[config.mk]
export PLATFORM = sky130hd
export DESIGN_NAME = fifomult_driver
export DESIGN_NICKNAME = d
export VERILOG_FILES = /design/src/rtl/fifomult_pkg.sv /design/src/rtl/fifomult_driver.sv
export SDC_FILE = /design/constraint.sdc
export NUM_CORES = 1
export LEC_CHECK = 0
export ABC_AREA = 0
export CAP_MARGIN = 25
export CORE_MARGIN = 2
export CORE_UTILIZATION = 45
export DETAILED_ROUTE_END_ITERATION = 10
export GPL_ROUTABILITY_DRIVEN = 0
export PLACE_DENSITY = 0.75
export SETUP_SLACK_MARGIN = 0.4
export SLEW_MARGIN = 0
export SYNTH_ARGS = -nofsm -noshare
export SYNTH_HDL_FRONTEND = slang
export SYNTH_SLANG_ARGS = --single-unit
[constraint.sdc]
create_clock -name clk -period 4.7 [get_ports clk]
set_clock_uncertainty 0.2 [all_clocks]
set_input_delay 0.47 -clock clk [delete_from_list [all_inputs] [get_ports clk]]
set_output_delay 0.47 -clock clk [all_outputs]
set_load 0.05 [all_outputs]
[src/rtl/fifomult_pkg.sv]
`default_nettype none
// ============================================================================
//  Module      : fifomult_pkg
//  Description : Shared types and constants for the fifomult2024 initiator
//                front end: driver state encoding, default operand/result
//                widths and the upstream response record.
//  Revision    : 1.0  initial release
// ============================================================================
package fifomult_pkg;

    // Default operand width; the multiplier result is twice as wide.
    localparam int c_data_w = 16;
    localparam int c_res_w  = 2 * c_data_w;

    typedef enum logic [2:0] {
        S_IDLE     = 3'd0,
        S_SEND_A   = 3'd1,
        S_GAP      = 3'd2,
        S_SEND_B   = 3'd3,
        S_WAIT_RES = 3'd4,
        S_RESP     = 3'd5
    } fifomult_drv_state_t;

    // Response returned upstream. A timeout carries a zero result and
    // cleared parity flags.
    typedef struct packed {
        logic [c_res_w-1:0] result;
        logic               in_perr;
        logic               out_perr;
        logic               timeout;
    } fifomult_rsp_t;

endpackage
`default_nettype wire

[src/rtl/fifomult_driver.sv]
`default_nettype none
// ============================================================================
//  Module      : fifomult_driver
//  Description : Initiator front end for the fifomult2024 multiplier. Takes
//                an operand pair from a ready/valid source, sends A then B
//                with even-XOR parity (optionally corrupted for injection),
//                waits for the result, checks its parity and hands a
//                response record back upstream.
//  Revision    : 1.0  initial release
//
//  Ports
//    clk, rst                  clock, synchronous active-high reset
//    req_valid/req_ready       operand handshake (ready only in IDLE)
//    req_a, req_b              signed operands
//    req_a_perr, req_b_perr    invert the parity bit sent with A / B
//    data_in*, busy_out        word interface towards the multiplier
//    data_out*, data_in_parity_error
//                              result interface from the multiplier
//    rsp_valid/rsp_ready       response handshake; fields held until taken
//    rsp_result, rsp_in_perr, rsp_out_perr, rsp_timeout
//                              response fields
//    spurious_out              pulse on a result strobe outside WAIT_RES
// ============================================================================
module fifomult_driver
    import fifomult_pkg::*;
#(
    parameter int DATA_W         = c_data_w,
    parameter int TIMEOUT_CYCLES = 64
) (
    input  logic                clk,
    input  logic                rst,
    input  logic                req_valid,
    output logic                req_ready,
    input  logic [DATA_W-1:0]   req_a,
    input  logic [DATA_W-1:0]   req_b,
    input  logic                req_a_perr,
    input  logic                req_b_perr,
    output logic [DATA_W-1:0]   data_in,
    output logic                data_in_parity,
    output logic                data_in_valid,
    input  logic                busy_out,
    input  logic [2*DATA_W-1:0] data_out,
    input  logic                data_out_parity,
    input  logic                data_out_valid,
    input  logic                data_in_parity_error,
    output logic                rsp_valid,
    input  logic                rsp_ready,
    output logic [2*DATA_W-1:0] rsp_result,
    output logic                rsp_in_perr,
    output logic                rsp_out_perr,
    output logic                rsp_timeout,
    output logic                spurious_out
);

    localparam int                 c_cnt_w    = $clog2(TIMEOUT_CYCLES + 1);
    localparam logic [c_cnt_w-1:0] c_cnt_last = c_cnt_w'(TIMEOUT_CYCLES - 1);
    localparam logic [c_cnt_w-1:0] c_cnt_one  = c_cnt_w'(1);

    fifomult_drv_state_t r_state, w_state_nxt;
    logic [DATA_W-1:0]   r_a, w_a_nxt;
    logic [DATA_W-1:0]   r_b, w_b_nxt;
    logic                r_a_perr, w_a_perr_nxt;
    logic                r_b_perr, w_b_perr_nxt;
    logic [c_cnt_w-1:0]  r_cnt, w_cnt_nxt;
    logic [DATA_W-1:0]   r_data_in, w_data_in_nxt;
    logic                r_data_in_parity, w_data_in_parity_nxt;
    logic                r_data_in_valid, w_data_in_valid_nxt;
    logic                r_req_ready, w_req_ready_nxt;
    fifomult_rsp_t       r_rsp, w_rsp_nxt;
    logic                r_rsp_valid, w_rsp_valid_nxt;
    logic                r_spurious, w_spurious_nxt;

    always_comb begin
        w_state_nxt          = r_state;
        w_a_nxt              = r_a;
        w_b_nxt              = r_b;
        w_a_perr_nxt         = r_a_perr;
        w_b_perr_nxt         = r_b_perr;
        w_cnt_nxt            = r_cnt;
        w_data_in_nxt        = r_data_in;
        w_data_in_parity_nxt = r_data_in_parity;
        w_data_in_valid_nxt  = 1'b0;   // strobes last a single cycle
        w_rsp_nxt            = r_rsp;
        w_rsp_valid_nxt      = r_rsp_valid;
        w_spurious_nxt       = data_out_valid && (r_state != S_WAIT_RES);

        case (r_state)
            S_IDLE: begin
                if (req_valid && r_req_ready) begin
                    w_a_nxt      = req_a;
                    w_b_nxt      = req_b;
                    w_a_perr_nxt = req_a_perr;
                    w_b_perr_nxt = req_b_perr;
                    w_state_nxt  = S_SEND_A;
                end
            end
            S_SEND_A: begin
                if (!busy_out) begin
                    w_data_in_nxt        = r_a;
                    w_data_in_parity_nxt = (^r_a) ^ r_a_perr;
                    w_data_in_valid_nxt  = 1'b1;
                    w_state_nxt          = S_GAP;
                end
            end
            S_GAP: begin
                // One idle cycle between words so the multiplier pairs them.
                w_state_nxt = S_SEND_B;
            end
            S_SEND_B: begin
                if (!busy_out) begin
                    w_data_in_nxt        = r_b;
                    w_data_in_parity_nxt = (^r_b) ^ r_b_perr;
                    w_data_in_valid_nxt  = 1'b1;
                    w_state_nxt          = S_WAIT_RES;
                end
            end
            S_WAIT_RES: begin
                w_cnt_nxt = r_cnt + c_cnt_one;
                // A result arriving on the timeout edge still counts.
                if (data_out_valid) begin
                    w_rsp_nxt.result   = data_out;
                    w_rsp_nxt.in_perr  = data_in_parity_error;
                    w_rsp_nxt.out_perr = (^data_out) != data_out_parity;
                    w_rsp_nxt.timeout  = 1'b0;
                    w_rsp_valid_nxt    = 1'b1;
                    w_state_nxt        = S_RESP;
                end else if (r_cnt == c_cnt_last) begin
                    w_rsp_nxt.result   = '0;
                    w_rsp_nxt.in_perr  = 1'b0;
                    w_rsp_nxt.out_perr = 1'b0;
                    w_rsp_nxt.timeout  = 1'b1;
                    w_rsp_valid_nxt    = 1'b1;
                    w_state_nxt        = S_RESP;
                end
            end
            S_RESP: begin
                if (r_rsp_valid && rsp_ready) begin
                    w_rsp_valid_nxt = 1'b0;
                    w_cnt_nxt       = '0;
                    w_state_nxt     = S_IDLE;
                end
            end
            default: begin
                w_state_nxt = S_IDLE;
            end
        endcase

        // Registered ready mirrors "next state is IDLE".
        w_req_ready_nxt = (w_state_nxt == S_IDLE);
    end

    always_ff @(posedge clk) begin
        if (rst) begin
            r_state          <= S_IDLE;
            r_a              <= '0;
            r_b              <= '0;
            r_a_perr         <= 1'b0;
            r_b_perr         <= 1'b0;
            r_cnt            <= '0;
            r_data_in        <= '0;
            r_data_in_parity <= 1'b0;
            r_data_in_valid  <= 1'b0;
            r_req_ready      <= 1'b1;
            r_rsp            <= '0;
            r_rsp_valid      <= 1'b0;
            r_spurious       <= 1'b0;
        end else begin
            r_state          <= w_state_nxt;
            r_a              <= w_a_nxt;
            r_b              <= w_b_nxt;
            r_a_perr         <= w_a_perr_nxt;
            r_b_perr         <= w_b_perr_nxt;
            r_cnt            <= w_cnt_nxt;
            r_data_in        <= w_data_in_nxt;
            r_data_in_parity <= w_data_in_parity_nxt;
            r_data_in_valid  <= w_data_in_valid_nxt;
            r_req_ready      <= w_req_ready_nxt;
            r_rsp            <= w_rsp_nxt;
            r_rsp_valid      <= w_rsp_valid_nxt;
            r_spurious       <= w_spurious_nxt;
        end
    end

    assign req_ready      = r_req_ready;
    assign data_in        = r_data_in;
    assign data_in_parity = r_data_in_parity;
    assign data_in_valid  = r_data_in_valid;
    assign rsp_valid      = r_rsp_valid;
    assign rsp_result     = r_rsp.result;
    assign rsp_in_perr    = r_rsp.in_perr;
    assign rsp_out_perr   = r_rsp.out_perr;
    assign rsp_timeout    = r_rsp.timeout;
    assign spurious_out   = r_spurious;

endmodule
`default_nettype wire

==> results of run 1 <==
==> synthesized netlist by cell type, drive strengths merged <==
cell type    n
nor4         1
and3         3
dfxtp      100
a21boi       1
o211ai       1
nand3b       2
and2         2
a22oi       34
xnor3        3
nand2b       1
mux2i       17
clkbuf      15
nor3         3
xor2         9
xnor2       53
buf         18
and4         1
or4          1
o31a         1
a221oi       2
a211oi      18
nand3        3
ha           1
nor2b        3
nand2       76
and4b        1
o21ai        4
nor3b        2
nor2        57
a21oi       39
inv          1
==> worst max-delay path, stage by stage (launching register included) <==
cell and delay, ns:
dfxtp_1 0.59, nor2b_4 0.26, nor2b_4 0.27, and2_1 0.63, buf_8 0.25, a22oi_1 0.12, nor2_1 0.12
==> power groups by stage <==
stage | combinational (mW) | clock, mW | sequential, mW
after detailed placement | 0.639 | 0 | 0.992
final | 0.648 | 0.507 | 0.972
after global routing | 0.706 | 0.561 | 0.981
after global placement | 0.630 | 0 | 0.988
after floorplan | 0.395 | 0 | 1.05
after CTS | 0.641 | 0.523 | 0.972
==> state kept, by name, summed over array words and instances, names as in the netlist, 3 cells and up <==
name,flops
r_a,16
data_in,16
r_b,16
r_cnt,7
rsp_result,32
r_state,3
==> layout make-up <==
class / count / area, um^2 / share of cell area
Clock buffer: 9 / 124 / 0.0210
Clock inverter: 7 / 57.6 / 0.00978
Inverter: 1 / 3.75 / 0.000638
Multi-Input combinational cell: 339 / 2160 / 0.368
Sequential cell: 100 / 2000 / 0.340
Tap cell: 129 / 161 / 0.0274
Timing Repair Buffer: 136 / 1370 / 0.233
==> logic make-up after synthesis <==
| kind of cell | Yosys count | synth area share |
|---|---|---|
| DFF | 100 | 0.459 |
| and+or+nand+nor | 156 | 0.158 |
| adders and majority gates | 1 | 0.00287 |
| xor gates and xnor gates | 65 | 0.142 |
| AOI/OAI and AO/OA | 100 | 0.155 |
| muxes | 17 | 0.0390 |
| buffers and inverters | 34 | 0.0445 |
==> placed cells by master (no fill, tap or decap), types with 2 or more instances in the layout <==
cell	netlist	final
a211oi_1	18	18
a21oi_1	39	39
a221oi_2	2	2
a22oi_1	34	34
and2_1	2	2
and3_1	3	3
buf_4	5	4
buf_8	0	2
clkbuf_8	0	9
clkdlybuf4s50_1	0	128
clkinvlp_4	0	2
dfxtp_1	100	100
inv_6	0	2
mux2i_1	17	17
nand2_1	76	76
nand3_1	3	3
nand3b_1	2	2
nor2_1	57	57
nor2b_4	2	2
nor3_1	3	3
o21ai_1	2	2
xnor2_1	52	52
xnor3_1	3	3
xor2_1	9	9
==> metal layers <==
metal / global-route usage / part of all wire
met1: 0.283 / 0.46
met2: 0.333 / 0.49
met3: 0.0465 / 0.039
met4: 0.0574 / 0.012
met5: 0 / 0
==> per-stage QoR <==
step | cells | utilization | worst slack, ns | total power [mW]
3_3_place_gp | 702 | 0.606 | 2.06 | 1.62
6_report | 721 | 0.631 | 2.21 | 2.13
3_5_place_dp | 704 | 0.609 | 2.04 | 1.63
2_1_floorplan | 473 | - | 2.71 | 1.44
4_1_cts | 720 | 0.628 | 2.24 | 2.14
5_1_grt | 721 | 0.631 | 2.02 | 2.25
==> worst paths after layout <==
path         startpoint            end  slack [ns]  depth (start not counted)
max reg2reg  r_state[2]  rsp_result[2]        2.21                          6
min            r_a_perr       r_a_perr        0.28                          2
min reg2reg    r_a_perr       r_a_perr        0.28                          2
max          r_state[2]  rsp_result[2]        2.21                          6
==> out/results.tsv, run 1 <==
metric	value	unit
Initial Util	0.467	
boundary pin count	130	
pwr/cell area	361	nW/um^2
Post-CTS Setup Repair Bufs	0	
CP Capture Type	flip-flop	
distinct cell type count after synthesis	38	
drt first pass iters	4	
status	complete, no violations	
Clock power frac	0.238	
Cells after Synth	473	
H-tree lvl count	3	
Yosys top cell by area	dfxtp_1	
DR WL/cell	14.7	um
post-route minimum period	2.49	ns
Die Y	102	um
measured slew at the worst slew-check pin	0.715	ns
Worst Path Required	4.81	ns
combinational share of power	0.305	
internal power	1.43	mW
clk root buf	clkbuf_8	
post-synthesis instance area	4360	um^2
syn_area_per_cell	9.22	um^2
Hold Slack	0.278	ns
floorplan core area	9330	um^2
Residual DRC	0	
RSZ-0062 raised after global routing	no	
placed inst area	5680	um^2
# rows	35	
MaxCap Viol Count	0	
HP Class	reg -> reg	
Via density	5.06	
WP data arrival	2.60	ns
fmax	402	MHz
global-route wire length before repair	17100	um
relative slew slack	0.523	
crit path kind	reg -> reg	
clock slew at reported path FFs	0.10	ns
register area share after synthesis	0.459	
crit path max fanout	18	
Net Switching	0.693	mW
clock buffer count from CTS	9	
Post-Syn Nets	548	
filler cell count in the final layout	821	
fin. max-slew vios	0	
dominant cells by area after synthesis	dfxtp_1 46%, xnor2_1 10%, nand2_1 6.5%	
Clock Tree Buf Depth	2	
CTS tree	yes	
Die X	102	um
final instance area	5890	um^2
Setup TNS	0	ns
worst vdd ir	0.170	mV
vias	3646	
Clock Latency Late Sink	0.37	ns
area share of the largest cell type after synthesis	0.459	
FF+latch count, synth	100	
number of port buffers	129	
dpl hpwl	7900	um
antenna-violating nets left	0	
final hold vios	0	
GRT overflow	0	
aggregate global-route resource usage	0.208	
Finish-stage setup viols	0	
number of global-route vias before repair	3560	
Seq pwr share	0.457	
CTS sink count	100	
switch share	0.326	
Resize count post-CTS	0	
synth warn	0	
die area	10500	um^2
share of cells above drive strength 1	0.0557	
Tcrit/Tclk final	0.529	
Initial DRC Count	154	
area delta synth->final	35.0	%
Final nets	662	
largest net degree at the start of global routing	61	
final wirelength	10600	um
Startpoint Class	flip-flop	
leakage	2.13	nW
initial antenna violation count	0	
ANT cells	0	
Post-CTS Hold Fix Bufs	0	
Power figures use the tool's default switching activity.
==> inputs of run 2 (changes only) <==
- CORE_UTILIZATION: 45 -> 43
- clock period: 4.7 -> 2.2 ns (I/O delays scaled with it)
==> out/results.tsv, run 2 (synthesized netlist as in run 1, its figures left out) <==
metric	value	unit	change
final hold vios	0		unchanged
fin. max-slew vios	0		unchanged
most frequent cells in the layout	90 x dfxtp_1, 76 x nand2_1, 72 x clkdlybuf4s50_1		
initial antenna violation count	0		unchanged
HP Class	in -> reg		
Final Non-Filler Cells	741		+2.8%
Final nets	678		+2.4%
CP Capture Type	flip-flop		
CP max stage delay	0.36	ns	-0.27 ns
critical path's top delay family	simple AND/OR/NAND/NOR gates		
drt first pass iters	4		unchanged
commonest non-fill, non-tap cell in the layout	dfxtp_1		
Worst Path Required	2.24	ns	-2.57 ns
status	complete, no violations		
DR WL/cell	15.7	um	+6.8%
Finish-stage setup viols	0		unchanged
# rows	36		+2.9%
boundary pin count	130		unchanged
worst vdd ir	0.408	mV	+140%
Die Y	105	um	+2.2%
share of cells above drive strength 1	0.128		+0.0725
post-route minimum period	1.87	ns	-0.618 ns
Hold Slack	0.0972	ns	-0.181 ns
largest net degree at the start of global routing	92		+51%
Clock Tree Buf Depth	2		unchanged
aggregate global-route resource usage	0.204		-0.00389
Startpoint Class	flip-flop		
global-route wire length before repair	18000	um	+5.2%
GRT overflow	0		unchanged
fmax	535	MHz	+33%
Cells after DPL	712		+1.1%
ANT cells	0		unchanged
measured slew at the worst slew-check pin	0.558	ns	-0.158 ns
die area	11000	um^2	+4.5%
Die X	105	um	+2.2%
clock buffer count from CTS	9		unchanged
MaxCap Viol Count	0		unchanged
Clock Latency Late Sink	0.35	ns	-0.02 ns
area of the multi-input gates	2280	um^2	+5.2%
Register Area	2020	um^2	+0.75%
vias	3739		+2.6%
max FFs per register	32		unchanged
leakage	2.56	nW	+20%
crit path max fanout	8		-10
Residual DRC	0		unchanged
floorplan core area	9820	um^2	+5.3%
clk root buf	clkbuf_8		
Initial Util	0.444		-0.0234
Initial DRC Count	205		+33%
number of global-route vias before repair	3579		+0.53%
Tcrit/Tclk final	0.849		+0.320
filler cell count in the final layout	861		+4.9%
WP data arrival	1.91	ns	-0.69 ns
clock slew at reported path FFs	0.10	ns	about the same
relative slew slack	0.630		+0.107
critical path, cell by cell	ha_4 > and3_4 > and4b_2 > o21ai_4 > buf_12 > clkbuf_16 > a22oi_1 > nor2_1		
dpl hpwl	7690	um	-2.6%
Setup TNS	0	ns	unchanged
final wirelength	11600	um	+9.7%
area delta synth->final	43.2	%	
H-tree lvl count	3		unchanged
Via density	5.05		-0.22%
CTS sink count	100		unchanged
Bufs and invs on worst path	2		+1
pwr/cell area	759	nW/um^2	+110%
crit path kind	reg -> reg		
Slowest cell on crit path	dfxtp_2		
antenna-violating nets left	0		unchanged
RSZ-0062 raised after global routing	yes		
CTS tree	yes		
number of port buffers	129		unchanged
run 2: cell count changes in the layout (fill, tap and decap cells not counted), moves of 7 or more:
cell             previous run  this run
dlygate4sd2_1               0        56
a22oi_2                     0        14
buf_12                      0         7
dfxtp_2                     0         9
clkdlybuf4s50_1           128        72
dfxtp_1                   100        90
a22oi_1                    34        20
run 2: cell type report:
class	instances	area share
multi-input cells	339	0.365
flip-flops and latches	100	0.323
repair buffers	152	0.253
well taps	133	0.0266
clock buffers	11	0.0226
clock inverters	5	0.00962
inverters	1	0.000601
run 2: metal layers:
metal / vias up / track usage / share of wire
met5: - / 0 / 0
met4: 0 / 0.0819 / 0.030
met3: 21 / 0.0324 / 0.039
met2: 95 / 0.335 / 0.49
met1: 1755 / 0.269 / 0.44
li1: 1868 / - / -
run 2: per-stage QoR:
step / power (mW) / instance area, um^2 / setup WS, ns / util
floorplan: 3.09 / 4370 / 0.404 / -
global placement: 3.51 / 5770 / 0.105 / 0.588
detailed placement: 3.54 / 5770 / 0.0277 / 0.588
CTS: 4.69 / 6060 / 0.368 / 0.617
finish: 4.74 / 6250 / 0.331 / 0.636
global route: 4.96 / 6250 / 0.264 / 0.636
run 2: what timing repair did:
action / in CTS / in global routing
gates cloned: 2 / 3
gates resized for setup: 73 / 18
setup endpoints to repair: 93 / 71
hold buffers: 0 / 0
pin swaps: 2 / 12
setup buffers: 5 / 3
run 2: final timing paths:
kind / slack, ns / depth (start not counted) / start / to
worst min register to register: 0.27 / 2 / r_a_perr / r_a_perr
worst max register to register: 0.33 / 8 / r_cnt[0] / rsp_result[9]
worst min-delay path: 0.1 / 4 / rst / data_in_parity
worst max-delay path: 0.33 / 8 / r_cnt[0] / rsp_result[9]
run 2: worst min-delay path: cells and delay by family:
family                 cells  cell delay, ns
AO/OA/AOI/OAI              2            0.15
buffers and inverters      2            0.23
run 2: where the power goes:
part	switching, mW	internal, mW
clock	0.633	0.563
sequential	0.130	1.95
combinational	0.735	0.728
